===== config.mk =====
export PLATFORM = sky130hd
export DESIGN_NAME = blit_data_stage
export DESIGN_NICKNAME = d
export VERILOG_FILES = /design/src/rtl/blit_pkg.sv /design/src/rtl/blit_lfu_word.sv /design/src/rtl/blit_data_stage.sv
export SDC_FILE = /design/constraint.sdc
export NUM_CORES = 1
export LEC_CHECK = 0
export BUFFER_PORTS_ARGS = -buffer_cell sky130_fd_sc_hd__buf_2
export CAP_MARGIN = 5
export CORE_MARGIN = 8
export CORE_UTILIZATION = 30
export CTS_CLUSTER_SIZE = 12
export DETAILED_ROUTE_END_ITERATION = 12
export HOLD_SLACK_MARGIN = 0.08
export PLACE_DENSITY_LB_ADDON = 0.2
export SYNTH_ARGS = -nofsm -noshare
export SYNTH_HDL_FRONTEND = slang
export SYNTH_HIERARCHICAL = 1
export SYNTH_SLANG_ARGS = --single-unit

===== constraint.sdc =====
create_clock -name MasterClock -period 4.3 [get_ports MasterClock]
set_input_delay 0.645 -clock MasterClock [delete_from_list [all_inputs] [get_ports MasterClock]]
set_output_delay 0.645 -clock MasterClock [all_outputs]
set_load 0.01 [all_outputs]

===== src/rtl/blit_pkg.sv =====
// Shared definitions for the blitter data path: LFU function codes and the
// per-word control fields that travel with each source/destination pair.
package blit_pkg;

  typedef logic [3:0] lfu_code_t;

  localparam lfu_code_t LFU_ZERO   = 4'h0;
  localparam lfu_code_t LFU_COPY   = 4'hC;
  localparam lfu_code_t LFU_DEST   = 4'hA;
  localparam lfu_code_t LFU_XOR    = 4'h6;
  localparam lfu_code_t LFU_OR     = 4'hE;
  localparam lfu_code_t LFU_AND    = 4'h8;
  localparam lfu_code_t LFU_NOTSRC = 4'h3;

  // Configuration latched with every S1 word so mid-stream changes only affect later words
  typedef struct packed {
    lfu_code_t lfuc;
    logic      trans_en;
    logic      stop_en;
  } word_cfg_t;

endpackage


===== src/rtl/blit_lfu_word.sv =====
// Combinational WIDTH-wide logic function unit with a source zero-detect
// used by the transparency inhibit.
module blit_lfu_word
  import blit_pkg::*;
#(
  parameter int WIDTH = 8
) (
  input  logic [3:0]       lfuc_i,
  input  logic [WIDTH-1:0] src_i,
  input  logic [WIDTH-1:0] dst_i,
  output logic [WIDTH-1:0] result_o,
  output logic             src_zero_o
);

  // Each result bit selects one minterm enable, addressed by {src, dst}
  always_comb begin
    result_o = '0;
    for (int i = 0; i < WIDTH; i++) begin
      result_o[i] = lfuc_i[{src_i[i], dst_i[i]}];
    end
    src_zero_o = (src_i == '0);
  end

endmodule


===== src/rtl/blit_data_stage.sv =====
// Two-stage blitter data stage: S1 captures the operand pair, S2 holds the
// LFU result, address and write-enable presented to the memory write port.
module blit_data_stage
  import blit_pkg::*;
#(
  parameter int WIDTH = 8,
  parameter int AW    = 20
) (
  input  logic             MasterClock,
  input  logic             Reset,
  input  logic [3:0]       cfg_lfuc,
  input  logic             cfg_src_en,
  input  logic [WIDTH-1:0] cfg_pattern,
  input  logic             cfg_trans_en,
  input  logic             cfg_stop_on_inhibit,
  input  logic             clr_collision,
  input  logic             in_valid,
  output logic             in_ready,
  input  logic [WIDTH-1:0] in_src,
  input  logic [WIDTH-1:0] in_dst,
  input  logic [AW-1:0]    in_addr,
  output logic             out_valid,
  input  logic             out_ready,
  output logic [WIDTH-1:0] out_data,
  output logic [AW-1:0]    out_addr,
  output logic             out_we,
  output logic             collision
);

  typedef struct packed {
    logic [WIDTH-1:0] src;
    logic [WIDTH-1:0] dst;
    logic [AW-1:0]    addr;
    word_cfg_t        cfg;
  } s1_word_t;

  logic             s1_v_q, s1_v_d;
  s1_word_t         s1_q, s1_d;
  logic             s2_v_q, s2_v_d;
  logic [WIDTH-1:0] data_q, data_d;
  logic [AW-1:0]    addr_q, addr_d;
  logic             we_q, we_d;
  logic             collision_q, collision_d;

  logic             s2_load;
  logic             accept;
  logic             inhibit;
  logic [WIDTH-1:0] lfu_result;
  logic             src_zero;

  blit_lfu_word #(.WIDTH(WIDTH)) u_lfu (
    .lfuc_i     (s1_q.cfg.lfuc),
    .src_i      (s1_q.src),
    .dst_i      (s1_q.dst),
    .result_o   (lfu_result),
    .src_zero_o (src_zero)
  );

  // in_ready looks through a draining S2 so a full pipe can stream without bubbles
  always_comb begin
    s2_load  = s1_v_q & (~s2_v_q | out_ready);
    in_ready = ~collision_q & (~s1_v_q | s2_load);
    accept   = in_valid & in_ready;
    inhibit  = s1_q.cfg.trans_en & src_zero;

    s1_v_d = accept | (s1_v_q & ~s2_load);
    s1_d   = s1_q;
    if (accept) begin
      s1_d.src          = cfg_src_en ? in_src : cfg_pattern;
      s1_d.dst          = in_dst;
      s1_d.addr         = in_addr;
      s1_d.cfg.lfuc     = cfg_lfuc;
      s1_d.cfg.trans_en = cfg_trans_en;
      s1_d.cfg.stop_en  = cfg_stop_on_inhibit;
    end

    s2_v_d = s2_load | (s2_v_q & ~out_ready);
    data_d = s2_load ? lfu_result : data_q;
    addr_d = s2_load ? s1_q.addr : addr_q;
    we_d   = s2_load ? ~inhibit : we_q;

    // Set takes priority over a simultaneous clear
    if (s2_load & inhibit & s1_q.cfg.stop_en) begin
      collision_d = 1'b1;
    end else if (clr_collision) begin
      collision_d = 1'b0;
    end else begin
      collision_d = collision_q;
    end
  end

  always_ff @(posedge MasterClock) begin
    if (Reset) begin
      s1_v_q      <= 1'b0;
      s1_q        <= '0;
      s2_v_q      <= 1'b0;
      data_q      <= '0;
      addr_q      <= '0;
      we_q        <= 1'b0;
      collision_q <= 1'b0;
    end else begin
      s1_v_q      <= s1_v_d;
      s1_q        <= s1_d;
      s2_v_q      <= s2_v_d;
      data_q      <= data_d;
      addr_q      <= addr_d;
      we_q        <= we_d;
      collision_q <= collision_d;
    end
  end

  assign out_valid = s2_v_q;
  assign out_data  = data_q;
  assign out_addr  = addr_q;
  assign out_we    = we_q;
  assign collision = collision_q;

endmodule


==> flow_summary.ini, run 1 <==
[sta]
finalHoldViolCount = 0
finClkSkew_ns = 0.00664
post-route-period-util_pct = 50.2
setup_violations = 0
max_freq_mhz = 463
grt_setup_unrepaired = false
worstMarginPinSlew_ns = 0.737
fin_crit_ns = 2.16
holdWs_ns = 0.462
tns_ns = 0
final_max_slew_viol_count = 0
relSlewSlack_pct = 50.9
setup_slack_ns = 2.14

[clocking]
cts_made_buffers = 9
cts_sinks = 74
cts_root_buf = clkbuf_16
cts_tree = yes
clock_latency_ns = 0.33
post_cts_resized = 0
htree_levels = 3
post_cts_buffers = 0
postCtsHoldBufs = 0
clk_pin_slew_ns = 0.06
cts.path.max_buffers = 2

[setup_path]
critPathMaxStageDelay_ns = 0.78
crit_fanout = 18
cp.required_ns = 3.65
critPathBufInv = 1
r2r_slack_ns = 2.24
crit_family = flip-flops
worstSetupEndpointType = primary output
crit_arrival_ns = 1.52
critPathKind = flip-flop to primary output
path_cells = a21oi_1 -> buf_2
slowest_stage = dfxtp_1
cp-start-kind = flip-flop

[die]
die_area_mm2 = 0.0151
rows = 39
fp.dieH_um = 123
start_util_pct = 30.3
core_area_mm2 = 0.0113
ios = 88
die_w_um = 123

[yosys]
netlist_area_mm2 = 0.00342
synth_cell_types = 25
syn_area_per_cell_um2 = 9.93
ys_ff_latch = 74
synthFlopType = dfxtp_1
synth_edf_count = 0
ys_warn_count = 6
synthArstFlopShare_pct = 0
seq_area_frac_synth_pct = 43.4
synth_fp_nets = 400
syn-instance-count = 344

[grt]
grt_usage_pct = 12.4
globalRouteOverflowTotal = 0
grt_pass1_wl_um = 14800
grt_pass1_vias = 2901
antenna_found_initial = 0
grt_max_degree = 53

[drt]
drcViolationCount = 0
wl_um = 8930
antenna_left = 0
vias = 2704
dr.pass1.iters = 4
via_per_inst = 4.80
drtIter0Drc = 125
wl_per_cell_um = 15.9

[place]
dp_slack_ns = 1.98
placedCellCount = 547
portBuffers = 87
hpwl_um = 6230
gp_congestion = 0.763

[flow_run]
max_cap_violations = 0

[layout]
drive_gt1_share_pct = 29.8
seq_area_mm2 = 0.00148
multi_input_area_mm2 = 0.00171
area_delta_synth_final_pct = 23.2
n_antenna_cell = 0
nFillCells = 1175
stdcell_count = 563
final_nets = 471

[status]
outcome = complete, no violations

[power_and_ir_drop]
p_leak_nw = 1.77
total_power_mw = 1.81
power.density_mw_per_mm2 = 429
ir_drop_uv = 167

[worst_hold_path]
hold_path_class = flip-flop to flip-flop
[flip-flops by register name, indices dropped and copies added (netlist names)]
name       flops
s1_q          42
out_addr      20
out_data       8
collision      1
out_valid      1
out_we         1
s1_v_q         1
[worst reg2reg max path, delay by kind of cell (launching register included)]
kind / cells / cell delay [ns]
AND/OR/NAND/NOR: 2 / 0.57
multiplexers: 1 / 0.22
buffers and inverters: 1 / 0.36
flip-flops: 1 / 0.78
[report_power, final]
part / leakage [nW] / total (mW) / switching, mW / internal, mW
clock network: 0.169 / 0.879 / 0.280 / 0.599
registers: 0.607 / 0.752 / 0.0298 / 0.722
logic: 0.996 / 0.175 / 0.0878 / 0.0871
total: 1.77 / 1.81 / 0.397 / 1.41
[path summary, 6_finish.rpt]
| kind | depth (start not counted) | from | end |
|---|---|---|---|
| min | 2 | s1_q[25] | out_addr[19] |
| max | 2 | s1_v_q | in_ready |
| min reg2reg | 2 | s1_q[25] | out_addr[19] |
| max reg2reg | 4 | s1_v_q | s1_q[7] |
[cells in the mapped netlist (4+ instances only)]
cell | n | area [µm²]
a211oi_2 | 8 | 100
a21oi_1 | 40 | 200
buf_12 | 4 | 80.1
buf_2 | 8 | 40.0
clkbuf_1 | 16 | 60.1
dfxtp_1 | 74 | 1480
mux2i_1 | 42 | 420
mux4_2 | 7 | 158
nand2b_1 | 69 | 432
nand3_1 | 29 | 145
nor2_1 | 4 | 15.0
o21ai_1 | 28 | 140
[cells in the final DEF (no fill, tap or decap), types with 2 or more instances in the layout]
cell	count
clkbuf_16	9
mux2i_1	42
buf_2	87
nand3_1	29
bufinv_16	3
a21oi_1	40
nand2b_1	69
a211oi_2	8
mux4_2	7
buf_4	5
o21ai_1	28
clkbuf_8	2
nor2_1	4
or4_1	2
dfxtp_1	74
[area by class of cell]
cell class                 instances  share of cell area (%)
clock buffer                      12                    6.10
clock inverter                     4                    2.32
inverter                           2                   0.178
multi-input combinational        236                    40.7
sequential                        74                    35.2
tap                              143                    4.25
timing repair buffer              92                    11.2
[routing by layer]
metal,GRT usage [%],part of all wire [%],vias up
met1,14.7,43,1290
met2,20.9,49,58
li1,-,-,1345
met5,0,0,-
met3,2.94,5.6,11
met4,5.56,1.9,0
[cell families after synthesis]
logic type / Yosys count / synth area share (%)
AOI/OAI and AO/OA: 78 / 13.4
buffers and inverters: 34 / 6.48
and+or+nand+nor: 108 / 19.0
muxes: 50 / 17.7
DFF: 74 / 43.4
[per-stage QoR]
step | utilization [%] | cell area [µm²]
5_1_grt | 37.3 | 4210
3_3_place_gp | 34.2 | 3850
2_1_floorplan | - | 3420
3_5_place_dp | 34.2 | 3850
6_report | 37.3 | 4210
4_1_cts | 37.3 | 4210
No activity file was read; power rests on OpenSTA's default activity.
==> inputs of run 2 (changes only) <==
==> constraint.sdc (replaced) <==
create_clock -name MasterClock -period 2.2 [get_ports MasterClock]
set_input_delay 0.33 -clock MasterClock [delete_from_list [all_inputs] [get_ports MasterClock]]
set_output_delay 0.33 -clock MasterClock [all_outputs]
set_load 0.01 [all_outputs]
==> run 2 against run 1 <==
  * Cell count up 0.89%
  * Worst setup slack worse by 1.7 ns
  * Sequential cell count unchanged
  * Register-to-register slack worse by 1.6 ns
  * Die area unchanged
  * Combinational power up 100%
  * Utilization down 0.24 points
  * Clock power up 49%
  * Critical path depth up 1
  * Clock-buffer cell count down 1
  * Sequential power up 95%
==> flow_summary.ini, run 2 (synthesis gave the netlist of run 1 again) <==
[drt]
via_per_inst = 4.71
wl_per_cell_um = 15.9
drcViolationCount = 0
dr.pass1.iters = 4
drtIter0Drc = 133
wl_um = 9040
antenna_left = 0
vias = 2675

[clocking]
cts_sinks = 74
cts_made_buffers = 9
post_cts_resized = 0
clk_pin_slew_ns = 0.06
cts_root_buf = clkbuf_16
post_cts_buffers = 0
cts.path.max_buffers = 2
htree_levels = 3
clock_latency_ns = 0.33
cts_tree = yes
postCtsHoldBufs = 0

[power_and_ir_drop]
p_leak_nw = 1.77
power.density_mw_per_mm2 = 751
total_power_mw = 3.14
ir_drop_uv = 436

[die]
fp.dieH_um = 123
core_area_mm2 = 0.0113
ios = 88
rows = 39
die_area_mm2 = 0.0151
start_util_pct = 30.3
die_w_um = 123

[worst_hold_path]
holdPathStages = 3
hold_path_class = input pin to flip-flop

[place]
portBuffers = 87
hpwl_um = 6250
dpl-instance-area_mm2 = 0.00392
dp_slack_ns = 0.679
gp_congestion = 0.785
placedCellCount = 552

[sta]
grt_setup_unrepaired = false
holdWs_ns = 0.258
final_max_slew_viol_count = 0
relSlewSlack_pct = 60.0
post-route-period-util_pct = 81.2
tns_ns = 0
setup_slack_ns = 0.413
max_freq_mhz = 560
finClkSkew_ns = 0.00510
fin_crit_ns = 1.79
worstMarginPinSlew_ns = 0.599
setup_violations = 0
finalHoldViolCount = 0

[setup_path]
crit_fanout = 12
path_cells = buf_4 -> a21oi_1 -> buf_2
crit_arrival_ns = 1.46
r2r_slack_ns = 0.66
cp-start-kind = flip-flop
slowest_stage = dfxtp_1
worstSetupEndpointType = primary output
critPathKind = flip-flop to primary output
r2r.worst_path.cells = 4
cp.required_ns = 1.87
critPathMaxStageDelay_ns = 0.57

[grt]
grt_pass1_vias = 2818
antenna_found_initial = 0
grt_usage_pct = 12.4
grt_max_degree = 109
grt_pass1_wl_um = 14500
globalRouteOverflowTotal = 0

[layout]
top_register = s1_q
area_delta_synth_final_pct = 22.4
final_common_cell = buf_2
final_util_pct = 37.1
design_area_mm2 = 0.00418
drive_gt1_share_pct = 30.4
stdcell_count = 568
n_antenna_cell = 0
mostFrequentLayoutCells = buf_2 (87), dfxtp_1 (74), nand2b_1 (69)
largest_reg_flops = 42
final_nets = 476
nFillCells = 1145

[status]
outcome = complete, no violations

[flow_run]
max_cap_violations = 0
==> run 2: metal layers <==
metal / GRT usage (%) / up-vias / wire, µm
met1: 15.2 / 1254 / 4160
met5: 0 / - / 0
met4: 6.85 / 0 / 184
met3: 3.17 / 10 / 489
met2: 19.5 / 56 / 4200
li1: - / 1355 / -
==> run 2: area by class of cell <==
type,instances,area (µm²),area share (%)
clock buffer,11,233,5.57
tap,143,179,4.28
sequential,74,1480,35.4
clock inverter,5,31.3,0.748
timing repair buffer,97,536,12.8
inverter,2,7.51,0.180
multi-input combinational,236,1710,41.0
==> run 2: path summary, 6_finish.rpt <==
kind,start,to
min reg2reg,s1_q[14],out_addr[8]
min,in_addr[15],s1_q[21]
max reg2reg,s1_v_q,s1_q[41]
max,s1_v_q,in_ready
==> run 2: worst max-delay path: cells and delay by family, from the launching register on <==
family | cells | cell delay, ns
flip-flops | 1 | 0.57
buffers and inverters | 2 | 0.43
AO/OA/AOI/OAI | 1 | 0.12
==> run 2: where the power goes <==
| group | total, mW | leakage, nW | internal [mW] | switching (mW) |
|---|---|---|---|---|
| Combinational | 0.354 | 1.03 | 0.180 | 0.174 |
| Sequential | 1.47 | 0.607 | 1.41 | 0.0572 |
| Clock | 1.31 | 0.129 | 0.759 | 0.556 |
